<file path="src/rtl/ss_uart_pkg.sv">
// Shared constants and state encoding for the ss_uart_periph memory-mapped UART.
package ss_uart_pkg;

    localparam logic [1:0] REG_DATA   = 2'd0;
    localparam logic [1:0] REG_STATUS = 2'd1;
    localparam logic [1:0] REG_DIV    = 2'd2;

    localparam int ST_TX_FULL   = 0;
    localparam int ST_TX_IDLE   = 1;
    localparam int ST_RX_VALID  = 2;
    localparam int ST_RX_OVR    = 3;
    localparam int ST_TX_OVF    = 4;
    localparam int ST_FRAME_ERR = 5;
    localparam int ST_LPBK      = 6;

    localparam logic [15:0] MIN_DIV = 16'd4;

    typedef enum logic [1:0] {
        IDLE  = 2'd0,
        START = 2'd1,
        DATA  = 2'd2,
        STOP  = 2'd3
    } uart_state_e;

endpackage

</file>
<file path="src/rtl/ss_uart_fifo.sv">
// Synchronous FIFO for the UART TX path; a push into a full FIFO is accepted
// only when a pop happens in the same cycle.
module ss_uart_fifo #(
    parameter int DEPTH = 4,
    parameter int WIDTH = 8
) (
    input  logic             clk_i,
    input  logic             rst_i,
    input  logic             push_i,
    input  logic [WIDTH-1:0] data_i,
    input  logic             pop_i,
    output logic [WIDTH-1:0] data_o,
    output logic             full_o,
    output logic             empty_o
);

    localparam int AW = $clog2(DEPTH);

    logic [WIDTH-1:0] mem_q [DEPTH];
    logic [AW-1:0]    wr_ptr_q;
    logic [AW-1:0]    rd_ptr_q;
    logic [AW:0]      count_q;
    logic             do_push_s;
    logic             do_pop_s;

    assign full_o    = (count_q == (AW+1)'(DEPTH));
    assign empty_o   = (count_q == (AW+1)'(0));
    assign do_pop_s  = pop_i && !empty_o;
    assign do_push_s = push_i && (!full_o || do_pop_s);
    assign data_o    = mem_q[rd_ptr_q];

    // Storage array, written on accepted pushes only.
    always_ff @(posedge clk_i) begin
        if (do_push_s) begin
            mem_q[wr_ptr_q] <= data_i;
        end
    end

    // Pointers and occupancy.
    always_ff @(posedge clk_i or posedge rst_i) begin
        if (rst_i) begin
            wr_ptr_q <= '0;
            rd_ptr_q <= '0;
            count_q  <= '0;
        end else begin
            if (do_push_s) begin
                wr_ptr_q <= wr_ptr_q + AW'(1);
            end
            if (do_pop_s) begin
                rd_ptr_q <= rd_ptr_q + AW'(1);
            end
            if (do_push_s && !do_pop_s) begin
                count_q <= count_q + (AW+1)'(1);
            end else if (do_pop_s && !do_push_s) begin
                count_q <= count_q - (AW+1)'(1);
            end
        end
    end

endmodule

</file>
<file path="src/rtl/ss_uart_periph.sv">
// Memory-mapped 8N1 UART slave: TX FIFO plus serializer, synchronised RX deserializer.
// Define UART_LOOPBACK_EN to add STATUS.lpbk, which routes the TX stream into RX.
module ss_uart_periph
    import ss_uart_pkg::*;
#(
    parameter logic [31:0] BASE_ADDR     = 32'h0200_0000,
    parameter logic [15:0] DEFAULT_DIV   = 16'd868,
    parameter int          TX_FIFO_DEPTH = 4
) (
    input  logic        clk,
    input  logic        reset,
    input  logic        mem_valid,
    input  logic [31:0] mem_addr,
    input  logic [31:0] mem_wdata,
    input  logic [3:0]  mem_wstrb,
    output logic [31:0] mem_rdata,
    output logic        mem_ready,
    output logic        uart_tx,
    input  logic        uart_rx
);

    logic        ready_q;
    logic [31:0] rdata_q;
    logic [15:0] div_q;
    logic [7:0]  rx_byte_q;
    logic        rx_valid_q;
    logic        rx_ovr_q;
    logic        tx_ovf_q;
    logic        frame_err_q;

    logic        hit_s, acc_s, wr_s, rd_s;
    logic [1:0]  off_s;
    logic        data_rd_s, push_req_s;
    logic        clr_ovr_s, clr_ovf_s, clr_ferr_s;
    logic [31:0] status_s, rd_mux_s;
    logic        lpbk_s, rx_src_s;
    logic        unused_s;

    uart_state_e tx_state_q;
    logic        tx_q;
    logic [15:0] tx_cnt_q, tx_div_q;
    logic [7:0]  tx_shift_q;
    logic [2:0]  tx_bit_q;
    logic        tx_last_s, tx_pop_s;
    logic [7:0]  fifo_dout_s;
    logic        fifo_full_s, fifo_empty_s;

    uart_state_e rx_state_q;
    logic        rx_meta_q, rx_sync_q, rx_prev_q;
    logic [15:0] rx_cnt_q, rx_div_q;
    logic [7:0]  rx_shift_q;
    logic [2:0]  rx_bit_q;
    logic        rx_done_q, rx_ferr_q;

    assign hit_s      = mem_valid && (mem_addr[31:4] == BASE_ADDR[31:4]);
    assign acc_s      = hit_s && !ready_q;
    assign off_s      = mem_addr[3:2];
    assign wr_s       = acc_s && mem_wstrb[0];
    assign rd_s       = acc_s && (mem_wstrb == 4'd0);
    assign data_rd_s  = rd_s && (off_s == REG_DATA);
    assign push_req_s = wr_s && (off_s == REG_DATA);
    assign clr_ovr_s  = wr_s && (off_s == REG_STATUS) && mem_wdata[ST_RX_OVR];
    assign clr_ovf_s  = wr_s && (off_s == REG_STATUS) && mem_wdata[ST_TX_OVF];
    assign clr_ferr_s = wr_s && (off_s == REG_STATUS) && mem_wdata[ST_FRAME_ERR];
    assign unused_s   = ^{mem_addr[1:0], mem_wdata[31:16]};

    assign mem_ready = ready_q;
    assign mem_rdata = rdata_q;

`ifdef UART_LOOPBACK_EN
    logic lpbk_q;

    // Loopback control bit in STATUS[6].
    always_ff @(posedge clk or posedge reset) begin
        if (reset) begin
            lpbk_q <= 1'b0;
        end else if (wr_s && (off_s == REG_STATUS)) begin
            lpbk_q <= mem_wdata[ST_LPBK];
        end else begin
            lpbk_q <= lpbk_q;
        end
    end

    assign lpbk_s   = lpbk_q;
    assign rx_src_s = lpbk_q ? tx_q : uart_rx;
    assign uart_tx  = tx_q | lpbk_q;
`else
    assign lpbk_s   = 1'b0;
    assign rx_src_s = uart_rx;
    assign uart_tx  = tx_q;
`endif

    // STATUS register image.
    always_comb begin
        status_s               = 32'd0;
        status_s[ST_TX_FULL]   = fifo_full_s;
        status_s[ST_TX_IDLE]   = fifo_empty_s && (tx_state_q == IDLE);
        status_s[ST_RX_VALID]  = rx_valid_q;
        status_s[ST_RX_OVR]    = rx_ovr_q;
        status_s[ST_TX_OVF]    = tx_ovf_q;
        status_s[ST_FRAME_ERR] = frame_err_q;
        status_s[ST_LPBK]      = lpbk_s;
    end

    // Read data selection by register offset.
    always_comb begin
        rd_mux_s = 32'd0;
        case (off_s)
            REG_DATA:   rd_mux_s = {23'd0, rx_valid_q, rx_byte_q};
            REG_STATUS: rd_mux_s = status_s;
            REG_DIV:    rd_mux_s = {16'd0, div_q};
            default:    rd_mux_s = 32'd0;
        endcase
    end

    // Bus response plus control/status register updates.
    always_ff @(posedge clk or posedge reset) begin
        if (reset) begin
            ready_q     <= 1'b0;
            rdata_q     <= 32'd0;
            div_q       <= DEFAULT_DIV;
            rx_byte_q   <= 8'd0;
            rx_valid_q  <= 1'b0;
            rx_ovr_q    <= 1'b0;
            tx_ovf_q    <= 1'b0;
            frame_err_q <= 1'b0;
        end else begin
            ready_q <= acc_s;
            rdata_q <= rd_s ? rd_mux_s : 32'd0;
            if (wr_s && (off_s == REG_DIV)) begin
                div_q <= (mem_wdata[15:0] < MIN_DIV) ? MIN_DIV : mem_wdata[15:0];
            end
            // A completing byte beats a concurrent DATA read.
            if (rx_done_q) begin
                rx_byte_q  <= rx_shift_q;
                rx_valid_q <= 1'b1;
            end else if (data_rd_s) begin
                rx_valid_q <= 1'b0;
            end
            if (rx_done_q && rx_valid_q && !data_rd_s) begin
                rx_ovr_q <= 1'b1;
            end else if (clr_ovr_s) begin
                rx_ovr_q <= 1'b0;
            end
            if (push_req_s && fifo_full_s && !tx_pop_s) begin
                tx_ovf_q <= 1'b1;
            end else if (clr_ovf_s) begin
                tx_ovf_q <= 1'b0;
            end
            if (rx_ferr_q) begin
                frame_err_q <= 1'b1;
            end else if (clr_ferr_s) begin
                frame_err_q <= 1'b0;
            end
        end
    end

    ss_uart_fifo #(
        .DEPTH (TX_FIFO_DEPTH),
        .WIDTH (8)
    ) u_tx_fifo (
        .clk_i   (clk),
        .rst_i   (reset),
        .push_i  (push_req_s),
        .data_i  (mem_wdata[7:0]),
        .pop_i   (tx_pop_s),
        .data_o  (fifo_dout_s),
        .full_o  (fifo_full_s),
        .empty_o (fifo_empty_s)
    );

    assign tx_last_s = (tx_cnt_q == (tx_div_q - 16'd1));
    assign tx_pop_s  = !fifo_empty_s &&
                       ((tx_state_q == IDLE) || ((tx_state_q == STOP) && tx_last_s));

    // TX serializer; STOP chains directly into the next START when data waits.
    always_ff @(posedge clk or posedge reset) begin
        if (reset) begin
            tx_state_q <= IDLE;
            tx_q       <= 1'b1;
            tx_cnt_q   <= 16'd0;
            tx_div_q   <= DEFAULT_DIV;
            tx_shift_q <= 8'd0;
            tx_bit_q   <= 3'd0;
        end else begin
            case (tx_state_q)
                IDLE: begin
                    tx_q <= 1'b1;
                    if (tx_pop_s) begin
                        tx_state_q <= START;
                        tx_q       <= 1'b0;
                        tx_cnt_q   <= 16'd0;
                        tx_div_q   <= div_q;
                        tx_shift_q <= fifo_dout_s;
                    end
                end
                START: begin
                    if (tx_last_s) begin
                        tx_state_q <= DATA;
                        tx_cnt_q   <= 16'd0;
                        tx_bit_q   <= 3'd0;
                        tx_q       <= tx_shift_q[0];
                        tx_shift_q <= {1'b0, tx_shift_q[7:1]};
                    end else begin
                        tx_cnt_q <= tx_cnt_q + 16'd1;
                    end
                end
                DATA: begin
                    if (tx_last_s) begin
                        tx_cnt_q <= 16'd0;
                        if (tx_bit_q == 3'd7) begin
                            tx_state_q <= STOP;
                            tx_q       <= 1'b1;
                        end else begin
                            tx_bit_q   <= tx_bit_q + 3'd1;
                            tx_q       <= tx_shift_q[0];
                            tx_shift_q <= {1'b0, tx_shift_q[7:1]};
                        end
                    end else begin
                        tx_cnt_q <= tx_cnt_q + 16'd1;
                    end
                end
                STOP: begin
                    if (tx_last_s) begin
                        tx_cnt_q <= 16'd0;
                        if (tx_pop_s) begin
                            tx_state_q <= START;
                            tx_q       <= 1'b0;
                            tx_div_q   <= div_q;
                            tx_shift_q <= fifo_dout_s;
                        end else begin
                            tx_state_q <= IDLE;
                        end
                    end else begin
                        tx_cnt_q <= tx_cnt_q + 16'd1;
                    end
                end
                default: begin
                    tx_state_q <= IDLE;
                    tx_q       <= 1'b1;
                end
            endcase
        end
    end

    // RX synchronizer and falling-edge history, all idle-high.
    always_ff @(posedge clk or posedge reset) begin
        if (reset) begin
            rx_meta_q <= 1'b1;
            rx_sync_q <= 1'b1;
            rx_prev_q <= 1'b1;
        end else begin
            rx_meta_q <= rx_src_s;
            rx_sync_q <= rx_meta_q;
            rx_prev_q <= rx_sync_q;
        end
    end

    // RX deserializer; emits one-cycle done / frame-error strobes.
    always_ff @(posedge clk or posedge reset) begin
        if (reset) begin
            rx_state_q <= IDLE;
            rx_cnt_q   <= 16'd0;
            rx_div_q   <= DEFAULT_DIV;
            rx_shift_q <= 8'd0;
            rx_bit_q   <= 3'd0;
            rx_done_q  <= 1'b0;
            rx_ferr_q  <= 1'b0;
        end else begin
            rx_done_q <= 1'b0;
            rx_ferr_q <= 1'b0;
            case (rx_state_q)
                IDLE: begin
                    if (rx_prev_q && !rx_sync_q) begin
                        rx_state_q <= START;
                        rx_cnt_q   <= 16'd0;
                        rx_div_q   <= div_q;
                    end
                end
                START: begin
                    if (rx_cnt_q == ((rx_div_q >> 1) - 16'd1)) begin
                        rx_cnt_q   <= 16'd0;
                        rx_bit_q   <= 3'd0;
                        rx_state_q <= rx_sync_q ? IDLE : DATA;
                    end else begin
                        rx_cnt_q <= rx_cnt_q + 16'd1;
                    end
                end
                DATA: begin
                    if (rx_cnt_q == (rx_div_q - 16'd1)) begin
                        rx_cnt_q   <= 16'd0;
                        rx_shift_q <= {rx_sync_q, rx_shift_q[7:1]};
                        if (rx_bit_q == 3'd7) begin
                            rx_state_q <= STOP;
                        end else begin
                            rx_bit_q <= rx_bit_q + 3'd1;
                        end
                    end else begin
                        rx_cnt_q <= rx_cnt_q + 16'd1;
                    end
                end
                STOP: begin
                    if (rx_cnt_q == (rx_div_q - 16'd1)) begin
                        rx_cnt_q   <= 16'd0;
                        rx_state_q <= IDLE;
                        rx_done_q  <= rx_sync_q;
                        rx_ferr_q  <= !rx_sync_q;
                    end else begin
                        rx_cnt_q <= rx_cnt_q + 16'd1;
                    end
                end
                default: begin
                    rx_state_q <= IDLE;
                end
            endcase
        end
    end

endmodule

</file>
<file path="config.mk">
export PLATFORM = sky130hd
export DESIGN_NAME = ss_uart_periph
export DESIGN_NICKNAME = d
export VERILOG_FILES = /design/src/rtl/ss_uart_pkg.sv /design/src/rtl/ss_uart_fifo.sv /design/src/rtl/ss_uart_periph.sv
export SDC_FILE = /design/constraint.sdc
export NUM_CORES = 1
export LEC_CHECK = 0
export CORE_MARGIN = 1.5
export CORE_UTILIZATION = 59
export CTS_CLUSTER_SIZE = 40
export DETAILED_ROUTE_END_ITERATION = 8
export PLACE_DENSITY = 0.85
export SETUP_SLACK_MARGIN = 0.4
export SLEW_MARGIN = 20
export SYNTH_ARGS = -nofsm -noshare
export SYNTH_HDL_FRONTEND = slang
export SYNTH_SLANG_ARGS = --single-unit
</file>
<file path="constraint.sdc">
create_clock -name clk -period 7.3 [get_ports clk]
set_input_delay 1.095 -clock clk [delete_from_list [all_inputs] [get_ports clk]]
set_output_delay 1.095 -clock clk [all_outputs]
set_load 0.02 [all_outputs]
</file>
[Word level (Yosys, flattened, before mapping)]
Memories as Yosys holds them, arrays and structs flattened.
Index checks and enable logic that the tools add are counted.
Operators by class
  equal/unequal tests: 28
  mux-type cells: 64
  $add $sub $neg: 11
  reductions and logical operators: 57
  magnitude comparators: 1
Operators with widths (number)
  $mux W16: 8
  $pmux W16 S3: 2
  $pmux W16 S2: 2
  $eq A16 B16 Y1: 3
  $mux W8: 5
  $add A16 B1 Y16 const B: 2
  $mux W32: 1
  $pmux W8 S4: 1
  $sub A16 B1 Y16 const B: 2
  $eq A28 B22 Y1 const B: 1
  $ne A2 B2 Y1 const B: 13
  $mux W3: 8
  $logic_and A1 B1 Y1: 23
  $mux W2: 11
  $mux W1: 21
  $lt A16 B3 Y1 const B: 1
  $pmux W2 S4: 2
  $reduce_and A4 Y1: 4
  $reduce_bool A2 Y1: 8
  $sub A15 B1 Y16 const B: 1
  $pmux W3 S2: 2
  $eq A2 B2 Y1 const B: 5
  $reduce_and A5 Y1: 2
  $add A3 B1 Y3 const B: 3
  other kinds (13): 30
Word-level totals
  register bits after elaboration: 164
  word-level logic and storage cells: 189
  bits in writable memories: 32
  input bits: 72
  output and inout bits: 34
  memories kept: 1
Memory list
  u_tx_fifo.mem_q: depth 4, bits a word 8, rd ports 1, clocked after Yosys merged registers in 0, write ports 1, line ss_uart_fifo.sv:19  | logic [WIDTH-1:0] mem_q [DEPTH];

[Depth between registers and ports, before layout]
  depth in word-level cells: 12
  depth in mapped cells: 16
  mapped depth without buffers: 16

[Modules after synthesis]
Synthesis repeated with hierarchy kept, for this count alone.
Second synthesis, totals
  cells, all modules: 901
  area total of the unflattened synthesis: 9870.7 µm²
Modules (own cells, without submodules)
  ss_uart_periph: area an instance 8275.4 µm², times used 1, cells each 823, seq. area each 3552.2 µm²
  ss_uart_fifo: area an instance 1595.3 µm², times used 1, cells each 78, seq. area each 1136.1 µm²

[Worst setup path before layout]
Ideal clock, no wire load.
  kind: reg-to-reg
  start: reg tx_div_q[0]
  end: reg u_tx_fifo.count_q[2]
  data arrival time: 3.414 ns
  setup time: 0.079 ns
  slack: 3.806 ns
  stages on the path, launching flop included: 16
  path buffers: 0
  data required time: 7.221 ns
  clock period less this slack: 3.494 ns
  cell sequence: dfrtp_1 -> inv_1 -> ha_1 -> nor2b_1 -> or3_1 -> a31o_2 -> nor4_1 -> o2111a_1 -> a31oi_1 -> a21oi_2 -> ha_1 -> inv_1 -> fa_1 -> xor2_1 -> nor2_1 -> xor2_1
On the way
  word-level cells in the longest chain between the ends: 11
  elaborated cells on any way between the ends: 14
  classes of those cells: 1 x add/sub; 1 x eq/ne; 1 x mux; 11 x reduce/logical
Ends and longest elaborated chain
  start, declared: line ss_uart_periph.sv:41  | logic [15:0] tx_cnt_q, tx_div_q;
  start signal, assigned: line ss_uart_periph.sv:193  | tx_div_q <= div_q;
  start signal, assigned: line ss_uart_periph.sv:229  | tx_div_q <= div_q;
  $sub A16 B1 Y16 (*): line ss_uart_periph.sv:172  | assign tx_last_s = (tx_cnt_q == (tx_div_q - 16'd1));
  $eq A16 B16 Y1 (*): line ss_uart_periph.sv:172
  $logic_and A1 B1 Y1 (*): line ss_uart_periph.sv:174  | ((tx_state_q == IDLE) || ((tx_state_q == STOP) && tx_last_s));
  $logic_or A1 B1 Y1 (*): line ss_uart_periph.sv:174
  $logic_and A1 B1 Y1 (*): line ss_uart_periph.sv:173  | assign tx_pop_s = !fifo_empty_s &&
  $logic_and A1 B1 Y1 (*): line ss_uart_fifo.sv:28  | assign do_pop_s = pop_i && !empty_o;
  $logic_or A1 B1 Y1 (*): line ss_uart_fifo.sv:29  | assign do_push_s = push_i && (!full_o || do_pop_s);
  $logic_and A1 B1 Y1 (*): line ss_uart_fifo.sv:29
  net u_tx_fifo.do_push_s: line ss_uart_fifo.sv:23  | logic do_push_s;
  $logic_not A1 Y1: line ss_uart_fifo.sv:54  | end else if (do_pop_s && !do_push_s) begin
  $logic_and A1 B1 Y1: line ss_uart_fifo.sv:54
  $reduce_bool A2 Y1 (no source line)
  end signal, assigned: line ss_uart_fifo.sv:53  | count_q <= count_q + (AW+1)'(1);
  end signal, assigned: line ss_uart_fifo.sv:55  | count_q <= count_q - (AW+1)'(1);
  end, declared: line ss_uart_fifo.sv:22  | logic [AW:0] count_q;
The timed path passes the listed nets; every way through them passes the cells marked *.
A chain may end at the register's enable or synchronous reset.

[Final worst setup path]
Same ends and word-level chain as after synthesis.

==> run summary <==
Critical path buffers and inverters: 2
Vias in the first global route: 6894
Type of origin of the critical path: flip-flop
Period Utilization, post-route: 0.562
IO Pins: 106
Max-cap violations: 0
Total routed wirelength: 21.1 mm
Critical-path maximum fanout: 8
Placed Cells: 1161
Hold WS: 348 ps
Synth unique cells: 84
Final Non-Filler Cells: 1193
Max-slew headroom: 0.391
Syn avg cell area: 10.9 µm²
Clk_lat worst skew: 430 ps
Ant. Diodes: 0
Delay-heaviest family, CP: compound AO/OA/AOI/OAI gates
Share of post-route cells with drive strength above 1: 0.173
Post-synth EDFFs: 32
Crit path kind: flip-flop to flip-flop
Skew final: 9.97 ps
Peak Freq: 0.244 GHz
Initial Util: 0.601
Synth Warn #: 0
Main synth FF type: dfrtp_1
Drt drc: 0
Critical path, cell by cell: inv_1 -> ha_1 -> nor4b_4 -> nand3_1 -> xor2_1 -> a21oi_1 -> o22ai_1 -> a31oi_1 -> a21oi_2 -> ha_1 -> inv_1 -> fa_1 -> xor2_1 -> nor2_1 -> xor2_1
HP Class: flip-flop to flip-flop
Worst Setup End Kind: flip-flop
Status: finished clean
Num rows: 47
CTS buffer count: 17
Most used cell, CP: xor2_1
Total track usage: 0.251
Yosys top cell by area: dfrtp_1
Metal2 WL: 10.6 mm
Async SR Flop Fraction: 0.822
Worst path slowest cell: o22ai_1
P&R area growth vs syn: 13.3%
Leakage: 0.00480 µW
DR WL/cell: 17.7 µm
CTS tree: yes
Drt initial violations: 521
Die width: 133 µm
Area contributors post-synth: dfrtp_1 (33%), edfxtp_1 (9.7%), mux2_2 (8.3%)
Die height: 133 µm
CTS Hold Bufs: 0
Power Density: 221 nW/µm²
H-tree depth: 4
Clock Tree Root: clkbuf_16
Commonest cells post-synth: dfrtp_1 (129), mux2_2 (73), nor2_1 (62), nand2_1 (48), nand3_1 (37)
Syn Inst Count: 912
Post CTS Setup Buffer Count: 0
Top routing layer in use: met4
Post-Route Utilization: 0.681
Synthesized flop and latch total: 180
Worst VDD drop: 0.197 mV
CTS sink cnt: 180
Yosys top cell area share: 0.325
Global-route wire length before repair: 35.1 mm
Die ar.: 17600 µm²
Data required time of the critical path: 7660 ps
Count leader, synth: dfrtp_1
Post-DR vias/cell: 5.98
Port bufs: 71
Period minus WS final: 4100 ps
Grt ovf: 0
Core area: 16500 µm²
Nets: 1052
Final hold viol count: 0
Vias: 7140
Final ANT Viol Nets: 0
Hpwl dp: 14.9 mm
Drt pass-1 iters: 5
Largest net degree at the start of global routing: 104
Sequential element share of the synthesized area: 0.472
CTS Buffer Depth: 2
Pwr Total: 2480 µW
Actual slew at the worst max-slew pin: 913 ps
TNS Setup: 0 ps
Met3 WL: 826 µm
Final slew viol count: 0
Post-Synthesis Cell Area: 9930 µm²
M1 WL: 9.25 mm
Resized cells post-CTS: 0
RSZ-0062 raised after global routing: false
Largest stage delay on the critical path: 520 ps
# setup viols final: 0
Reg clk slew, reported paths: 70 ps
Initial antenna violation count: 0
GP Congestion: 0.931
Critical path arrival: 4460 ps
==> through the flow <==
step                setup WS [ps]  instance area (µm²)
finish                       3200                11200
global route                 2880                11200
CTS                          3240                11200
detailed placement           3030                10700
global placement             3240                10700
floorplan                    2260                 9990
==> report_power, final <==
part / switching, µW / internal (µW)
Sequential: 65.5 / 1060
Combinational: 264 / 212
Clock: 409 / 476
Total: 738 / 1750
==> registers in the layout, summed over array words and instances, names as in the netlist, 2 cells and up, named ones only <==
| register | cells |
|---|---|
| tx_shift_q | 8 |
| mem_rdata | 16 |
| u_tx_fifo.count_q | 3 |
| tx_bit_q | 3 |
| tx_state_q | 2 |
| rx_cnt_q | 16 |
| tx_cnt_q | 16 |
| rx_shift_q | 8 |
| u_tx_fifo.rd_ptr_q | 2 |
| tx_div_q | 16 |
| rx_div_q | 16 |
| u_tx_fifo.wr_ptr_q | 2 |
| rx_byte_q | 8 |
| u_tx_fifo.mem_q | 32 |
| rx_bit_q | 3 |
| div_q | 16 |
==> kinds of logic (layout without fill, tap and decap cells) <==
family | after synthesis | after routing | synth area share
compound gates | 148 | 148 | 0.106
simple gates | 307 | 307 | 0.174
buf+inv | 94 | 140 | 0.0466
xor+xnor | 59 | 59 | 0.0520
fa+ha+maj | 20 | 20 | 0.0260
flops | 180 | 180 | 0.472
mux | 103 | 103 | 0.123
other cells | 1 | 16 | 0.000378
==> cell usage in the layout (no fill, tap or decap), drive strengths merged, types with 9 or more instances in the layout <==
master	netlist	final
a21o	10	10
a21oi	32	32
and2	20	20
and3	15	15
clkbuf	27	19
clkdlybuf4s50	0	71
conb	1	16
dfrtp	129	129
dfstp	19	19
edfxtp	32	32
ha	19	19
inv	33	40
mux2	74	74
mux2i	21	21
nand2	48	48
nand2b	12	12
nand3	38	38
nand4	14	14
nor2	62	62
nor2b	10	10
nor3	17	17
nor3b	9	9
nor4	22	22
o21ai	33	33
or3	14	14
xnor2	30	30
xor2	29	29
==> final cells by class <==
| class | count | area (µm²) |
|---|---|---|
| Timing Repair Buffer | 75 | 741 |
| Tap cell | 220 | 275 |
| Clock buffer | 19 | 464 |
| Multi-Input combinational cell | 653 | 4840 |
| Fill cell | 1204 | 5280 |
| Clock inverter | 13 | 111 |
| Inverter | 33 | 129 |
| Sequential cell | 180 | 4690 |
==> layer usage <==
layer	GRT usage	vias up
li1	-	3378
met2	0.421	176
met3	0.0460	39
met1	0.334	3547
met5	0	-
met4	0.0775	0
==> worst paths after layout <==
kind	from	endpoint	slack, ps	cells past startpoint
worst max-delay path	tx_div_q[0]	u_tx_fifo.count_q[2]	3200	15
worst min-delay path	rx_meta_q	rx_sync_q	350	0
worst max register to register	tx_div_q[0]	u_tx_fifo.count_q[2]	3200	15
worst min register to register	rx_meta_q	rx_sync_q	350	0
max in group asynchronous	reset	rx_div_q[6]	4920	3
min in group asynchronous	reset	rx_bit_q[2]	1270	2
Note: power is estimated with default switching activity, not from simulation.
